--- config.mk ---
export PLATFORM = sky130hd
export DESIGN_NAME = prog_loader_flat
export DESIGN_NICKNAME = d
export VERILOG_FILES = /design/src/rtl/prog_loader_if.sv /design/src/rtl/prog_loader.sv /design/src/flat_wrapper.sv
export SDC_FILE = /design/constraint.sdc
export NUM_CORES = 1
export LEC_CHECK = 0
export ABC_AREA = 1
export BUFFER_PORTS_ARGS = -buffer_cell sky130_fd_sc_hd__buf_2
export CAP_MARGIN = 20
export CORE_MARGIN = 3
export CORE_UTILIZATION = 45
export DETAILED_ROUTE_END_ITERATION = 12
export PLACE_DENSITY_LB_ADDON = 0.05
export SYNTH_ARGS = -nofsm -noshare
export SYNTH_HDL_FRONTEND = slang
export SYNTH_SLANG_ARGS = --single-unit
--- constraint.sdc ---
create_clock -name clk -period 1.88 [get_ports clk]
set_input_delay 0.094 -clock clk [delete_from_list [all_inputs] [get_ports clk]]
set_output_delay 0.094 -clock clk [all_outputs]
set_load 0.01 [all_outputs]
--- src/rtl/prog_loader_if.sv ---
// prog_loader_if: byte-stream input and instruction-memory write bus
// for the boot-time program loader.
interface prog_loader_if #(
    parameter int ADDR_W = 8
);
    logic              in_valid;
    logic [7:0]        in_byte;
    logic              in_ready;
    logic              imem_we;
    logic [ADDR_W-1:0] imem_addr;
    logic [31:0]       imem_wdata;

    modport master (
        output in_valid, in_byte,
        input  in_ready, imem_we, imem_addr, imem_wdata
    );

    modport slave (
        input  in_valid, in_byte,
        output in_ready, imem_we, imem_addr, imem_wdata
    );
endinterface

--- src/rtl/prog_loader.sv ---
// prog_loader: assembles a little-endian byte stream into imem words and
// holds the CPU in reset until loaded. LOADER_CHECKSUM_EN adds XOR check.
module prog_loader #(
    parameter int ADDR_W    = 8,
    parameter int BASE_ADDR = 0
) (
    input  logic         clk,
    input  logic         rst,
    prog_loader_if.slave bus,
    output logic         cpu_rst,
    output logic         done,
    output logic         err
);
`ifdef LOADER_CHECKSUM_EN
    typedef enum logic [2:0] {
        S_HDR, S_LOAD, S_CHK, S_RUN, S_ERR
    } state_t;
    localparam state_t S_POST = S_CHK;
`else
    typedef enum logic [2:0] {
        S_HDR, S_LOAD, S_RUN, S_ERR
    } state_t;
    localparam state_t S_POST = S_RUN;
`endif

    localparam logic [32:0] MAXN =
        33'((64'd1 << ADDR_W) - 64'(BASE_ADDR));

    state_t            state, state_n;
    logic [1:0]        bcnt;
    logic [23:0]       sh;
    logic [31:0]       word;
    logic [ADDR_W:0]   nwords;
    logic [ADDR_W:0]   idx;
    logic              accept;
    logic              wdone;
    logic              busy;
    logic              we_q;
    logic [ADDR_W-1:0] addr_q;
    logic [31:0]       wdata_q;
`ifdef LOADER_CHECKSUM_EN
    logic [31:0]       acc;
`endif

`ifdef LOADER_CHECKSUM_EN
    assign busy = (state == S_HDR) || (state == S_LOAD) ||
                  (state == S_CHK);
`else
    assign busy = (state == S_HDR) || (state == S_LOAD);
`endif

    assign bus.in_ready   = !rst && busy;
    assign accept         = bus.in_valid && bus.in_ready;
    assign wdone          = accept && (bcnt == 2'd3);
    assign word           = {bus.in_byte, sh};
    assign bus.imem_we    = we_q;
    assign bus.imem_addr  = addr_q;
    assign bus.imem_wdata = wdata_q;

    // State register
    always_ff @(posedge clk) begin
        if (rst) state <= S_HDR;
        else     state <= state_n;
    end

    // Next-state: advance on each completed word
    always_comb begin
        state_n = state;
        unique case (state)
            S_HDR: begin
                if (wdone) begin
                    if ({1'b0, word} > MAXN)
                        state_n = S_ERR;
                    else if (word == 32'd0)
                        state_n = S_POST;
                    else
                        state_n = S_LOAD;
                end
            end
            S_LOAD: begin
                if (wdone && (idx + (ADDR_W+1)'(1) == nwords))
                    state_n = S_POST;
            end
`ifdef LOADER_CHECKSUM_EN
            S_CHK: begin
                if (wdone)
                    state_n = (word == acc) ? S_RUN : S_ERR;
            end
`endif
            default: state_n = state;
        endcase
    end

    // Byte assembly, imem write strobe and release outputs
    always_ff @(posedge clk) begin
        if (rst) begin
            bcnt    <= 2'd0;
            sh      <= 24'd0;
            nwords  <= '0;
            idx     <= '0;
            we_q    <= 1'b0;
            addr_q  <= ADDR_W'(BASE_ADDR);
            wdata_q <= 32'd0;
            cpu_rst <= 1'b1;
            done    <= 1'b0;
            err     <= 1'b0;
`ifdef LOADER_CHECKSUM_EN
            acc     <= 32'd0;
`endif
        end else begin
            we_q    <= 1'b0;
            cpu_rst <= (state != S_RUN);
            done    <= (state == S_RUN);
            err     <= (state == S_ERR);
            if (accept) begin
                bcnt <= bcnt + 2'd1;
                sh   <= {bus.in_byte, sh[23:8]};
            end
            if (wdone && state == S_HDR)
                nwords <= word[ADDR_W:0];
            if (wdone && state == S_LOAD) begin
                we_q    <= 1'b1;
                addr_q  <= ADDR_W'(BASE_ADDR) + idx[ADDR_W-1:0];
                wdata_q <= word;
                idx     <= idx + (ADDR_W+1)'(1);
`ifdef LOADER_CHECKSUM_EN
                acc     <= acc ^ word;
`endif
            end
        end
    end
endmodule

--- src/flat_wrapper.sv ---
// flat-port wrapper written by rule: the top's interface ports become plain ports
module prog_loader_flat 
#(
    parameter int ADDR_W    = 8,
    parameter int BASE_ADDR = 0
)
  (clk, rst, cpu_rst, done, err, bus_in_valid, bus_in_byte, bus_in_ready, bus_imem_we, bus_imem_addr, bus_imem_wdata);
  prog_loader_if #(.ADDR_W(ADDR_W)) bus_i ();
  input  logic clk;
  input  logic rst;
  output logic cpu_rst;
  output logic done;
  output logic err;
  input wire logic [$bits(bus_i.in_valid)-1:0] bus_in_valid;
  input wire logic [$bits(bus_i.in_byte)-1:0] bus_in_byte;
  output wire logic [$bits(bus_i.in_ready)-1:0] bus_in_ready;
  output wire logic [$bits(bus_i.imem_we)-1:0] bus_imem_we;
  output wire logic [$bits(bus_i.imem_addr)-1:0] bus_imem_addr;
  output wire logic [$bits(bus_i.imem_wdata)-1:0] bus_imem_wdata;
  assign bus_i.in_valid = bus_in_valid;
  assign bus_i.in_byte = bus_in_byte;
  assign bus_in_ready = bus_i.in_ready;
  assign bus_imem_we = bus_i.imem_we;
  assign bus_imem_addr = bus_i.imem_addr;
  assign bus_imem_wdata = bus_i.imem_wdata;
  prog_loader #(.ADDR_W(ADDR_W), .BASE_ADDR(BASE_ADDR)) u_core (.clk(clk), .rst(rst), .bus(bus_i), .cpu_rst(cpu_rst), .done(done), .err(err));
endmodule
==> run_results.csv <==
group,metric,value,unit
run_status,outcome,"finished, final reports clean",
placed_design,dp.cells,590,
yosys,avgSynthCellArea,7.68,um^2
yosys,syn_nets,465,
yosys,synthSimpleGateAreaFrac,0.189,
routing,routed_via_density,4.90,
sta,worstMarginPinSlew,482,ps
critical_path,crit-reg2reg-launch,"u_core.idx[1]$_SDFFE_PP0P_",
clocking,cts_tree,"yes",
critical_path,r2r_slack,220,ps
global_routing,grt_util_met1,0.232,
critical_path,slowest_stage,"dfxtp_2",
global_routing,overflow,0,
global_routing,grt_max_degree,50,
floorplanning,die_height,93.8,um
sta,clock_skew,3.96,ps
global_routing,top_usage_layer,"met2",
global_routing,grt_pass1_wl,13.1,mm
finish,nNetsFinal,516,
critical_path,critPathLaunchType,"flop",
sta,min_period,1660,ps
power_and_ir_drop,sw_frac_of_total,0.236,
critical_path,worst_r2r_path_depth,13,
power_and_ir_drop,p_sw,0.818,mW
global_routing,grtUsageTotal,0.187,
sta,setup_viol,0,
sta,rsz0062_at_grt,"false",
critical_path,crit_arrival,1950,ps
global_routing,grt_pass1_vias,2832,
yosys,ys_async_sr_fraction,0,
yosys,netlist_instances,452,
yosys,synth_area,0.00347,mm^2
power_and_ir_drop,power_density,852,mW/mm^2
global_routing,antenna_found_initial,0,
critical_path,cp-endpoint,"u_core.state[0]$_SDFFE_PP0P_",
floorplanning,start_util,0.471,
routing,wl,7.79,mm
sta,hold_viol_final,0,
yosys,synthMuxAreaShare,0,
clocking,root_buffer,"clkbuf_8",
clocking,clock_sinks,90,
yosys,synthAdderAreaFrac,0.00721,
critical_path,crit_fanout,5,
routing,first_pass_iters,4,
sta,period_share,0.881,
finish,diodes,0,
critical_path,crit_required,2170,ps
routing,vias,2974,
power_and_ir_drop,power_frac_seq,0.564,
power_and_ir_drop,comb_power_share,0.050,
global_routing,met3_usage,0.0296,
yosys,ys_types,24,
placed_design,placed_area,0.00386,mm^2
critical_path,crit_path_cell_trace,"ha_2 > nand2_2 > nor2_4 > nand2_2 > nand2_1 > nor2_1 > nor2_1 > nand3_1 > nor2_1 > nand2_1 > nand2_1 > nand2_1 > a21oi_2",
floorplanning,die_w,93.8,um
floorplanning,core,0.00737,mm^2
yosys,synth_edf_count,0,
floorplanning,dieArea,0.00880,mm^2
routing,drc,0,
power_and_ir_drop,power.share.clock,0.387,
placed_design,hpwl,5.60,mm
clocking,htreeDepth,3,
power_and_ir_drop,peakVddDrop,490,uV
clocking,path_clk_slew,90,ps
global_routing,grt_use_met2,0.321,
placed_design,gp_congestion,0.851,
critical_path,cpMostUsedCell,"nand2_1",
clocking,clk_latency,350,ps
power_and_ir_drop,internal_power,2.66,mW
finish,layout-drive-gt1-share,0.183,
sta,clock.fmax,0.604,GHz
clocking,cts_made_buffers,9,
yosys,synthXorXnorAreaFrac,0.00252,
yosys,ys_seq_area_frac,0.519,
routing,antenna_left,0,
min_path,hold_path_class,"primary input to flop",
critical_path,startpoint,"u_core.idx[1]$_SDFFE_PP0P_",
power_and_ir_drop,finalPower,3.47,mW
sta,slew_violations,0,
clocking,cts_max_path_buffers,2,
placed_design,io_buffer_count,55,
yosys,synth-main-ff-cell,"dfxtp_1",
yosys,synth_compound_area_frac,0.204,
yosys,ys_warn_count,0,
yosys,synth_top_family_by_area,"compound AO/OA/AOI/OAI gates",
power_and_ir_drop,p_leak,1.78,nW
finish,syn2layout_area_growth,17.4,%
yosys,ys_seq_elements,90,
sta,max_slew_margin,0.677,
critical_path,max_stage_delay,390,ps
floorplanning,ioPinCount,56,
floorplanning,rows,31,
critical_path,crit_path_end_kind,"flop",
routing,wl_per_cell,12.8,um
routing,drt_iter0_markers,121,
flow_run,maxCapViolCount,0,
sta,final.setup.tns,0,ps
finish,finalInstanceArea,0.00408,mm^2
critical_path,r2r-end,"u_core.state[0]$_SDFFE_PP0P_",
finish,instances_no_fill,607,
critical_path,critPathKind,"flop to flop",
==> critical path, delay by kind of cell, from the launching register on <==
family	cells	cell delay, ps
adders and majority gates	1	210
AOI/OAI and AO/OA	1	110
and+or+nand+nor	11	870
DFF	1	390
==> sequential cells by signal, summed over array words and instances, names as in the netlist, 2 cells and up <==
register               flops
u_core.bus.imem_addr       8
u_core.idx                 9
u_core.sh                 24
u_core.state               2
u_core.bus.imem_wdata     32
u_core.bcnt                2
u_core.nwords              9
==> per-stage QoR <==
stage	worst slack (ps)	hold WS, ps	util
floorplan	285	156	-
global placement	250	350	0.523
detailed placement	169	359	0.523
CTS	151	3.43	0.552
global route	10.9	7.52	0.553
finish	224	11.7	0.553
==> layout by cell type (no fill, tap or decap), types with 5 or more instances in the layout <==
| master | n |
|---|---|
| buf_4 | 7 |
| nand4_1 | 5 |
| nand3_1 | 27 |
| inv_1 | 39 |
| nor2_1 | 54 |
| nand2_1 | 51 |
| clkbuf_8 | 10 |
| dfxtp_1 | 89 |
| o21ai_0 | 81 |
| a21oi_1 | 53 |
| buf_2 | 55 |
==> synth_stat cells (3+ instances only) <==
library cell,n,area (um^2)
nand3_1,27,135
nand4_1,5,31.3
nand2_1,51,191
nand2_2,3,18.8
clkbuf_1,15,56.3
a21oi_1,53,265
dfxtp_1,90,1800
o21ai_0,82,410
inv_1,40,150
nor2_1,54,203
buf_2,9,45.0
==> layer usage <==
layer	vias up	routed length, um
li1	1592	-
met1	1335	3640
met2	38	3810
met3	9	204
met4	0	127
met5	-	0
==> cell families (layout without fill, tap and decap cells) <==
group | Yosys count | in the layout
buffers and inverters | 69 | 125
xor gates and xnor gates | 1 | 1
DFF | 90 | 90
and+or+nand+nor | 150 | 150
adders and majority gates | 2 | 2
AOI/OAI and AO/OA | 140 | 140
==> timing repair <==
action	CTS	global route
gates resized for setup	0	3
endpoints found under the setup margin	0	2
hold endpoints to repair	1	0
hold buffers	1	0
buffers inserted	0	0
==> power groups by stage <==
stage          clock, mW  combinational, mW  sequential, mW
2_1_floorplan          0              0.115            2.00
3_3_place_gp           0              0.172            2.00
3_5_place_dp           0              0.172            2.00
4_1_cts             1.37              0.174            1.96
5_1_grt             1.46              0.197            1.96
6_report            1.34              0.172            1.96
==> layout make-up <==
cell class              instances  area, um^2
inverters                      44         165
repair buffers                 65         378
clock buffers                  11         141
fillers                       752        3290
well taps                      99         124
clock inverters                 5        63.8
flip-flops and latches         90        1800
multi-input cells             293        1400
==> worst min path at each step <==
stage,cells past startpoint,slack (ps),start,to
after CTS,3,3,bus_in_byte[4],u_core.bus.imem_wdata[28]$_SDFFE_PP0P_
after global routing,3,8,bus_in_byte[3],u_core.bus.imem_wdata[27]$_SDFFE_PP0P_
after global placement,2,350,rst,u_core.state[0]$_SDFFE_PP0P_
after detailed placement,2,360,rst,u_core.state[0]$_SDFFE_PP0P_
after floorplan,1,160,rst,u_core.state[0]$_SDFFE_PP0P_
final,3,10,bus_in_byte[3],u_core.bus.imem_wdata[27]$_SDFFE_PP0P_
Note: power is estimated with default switching activity, not from simulation.
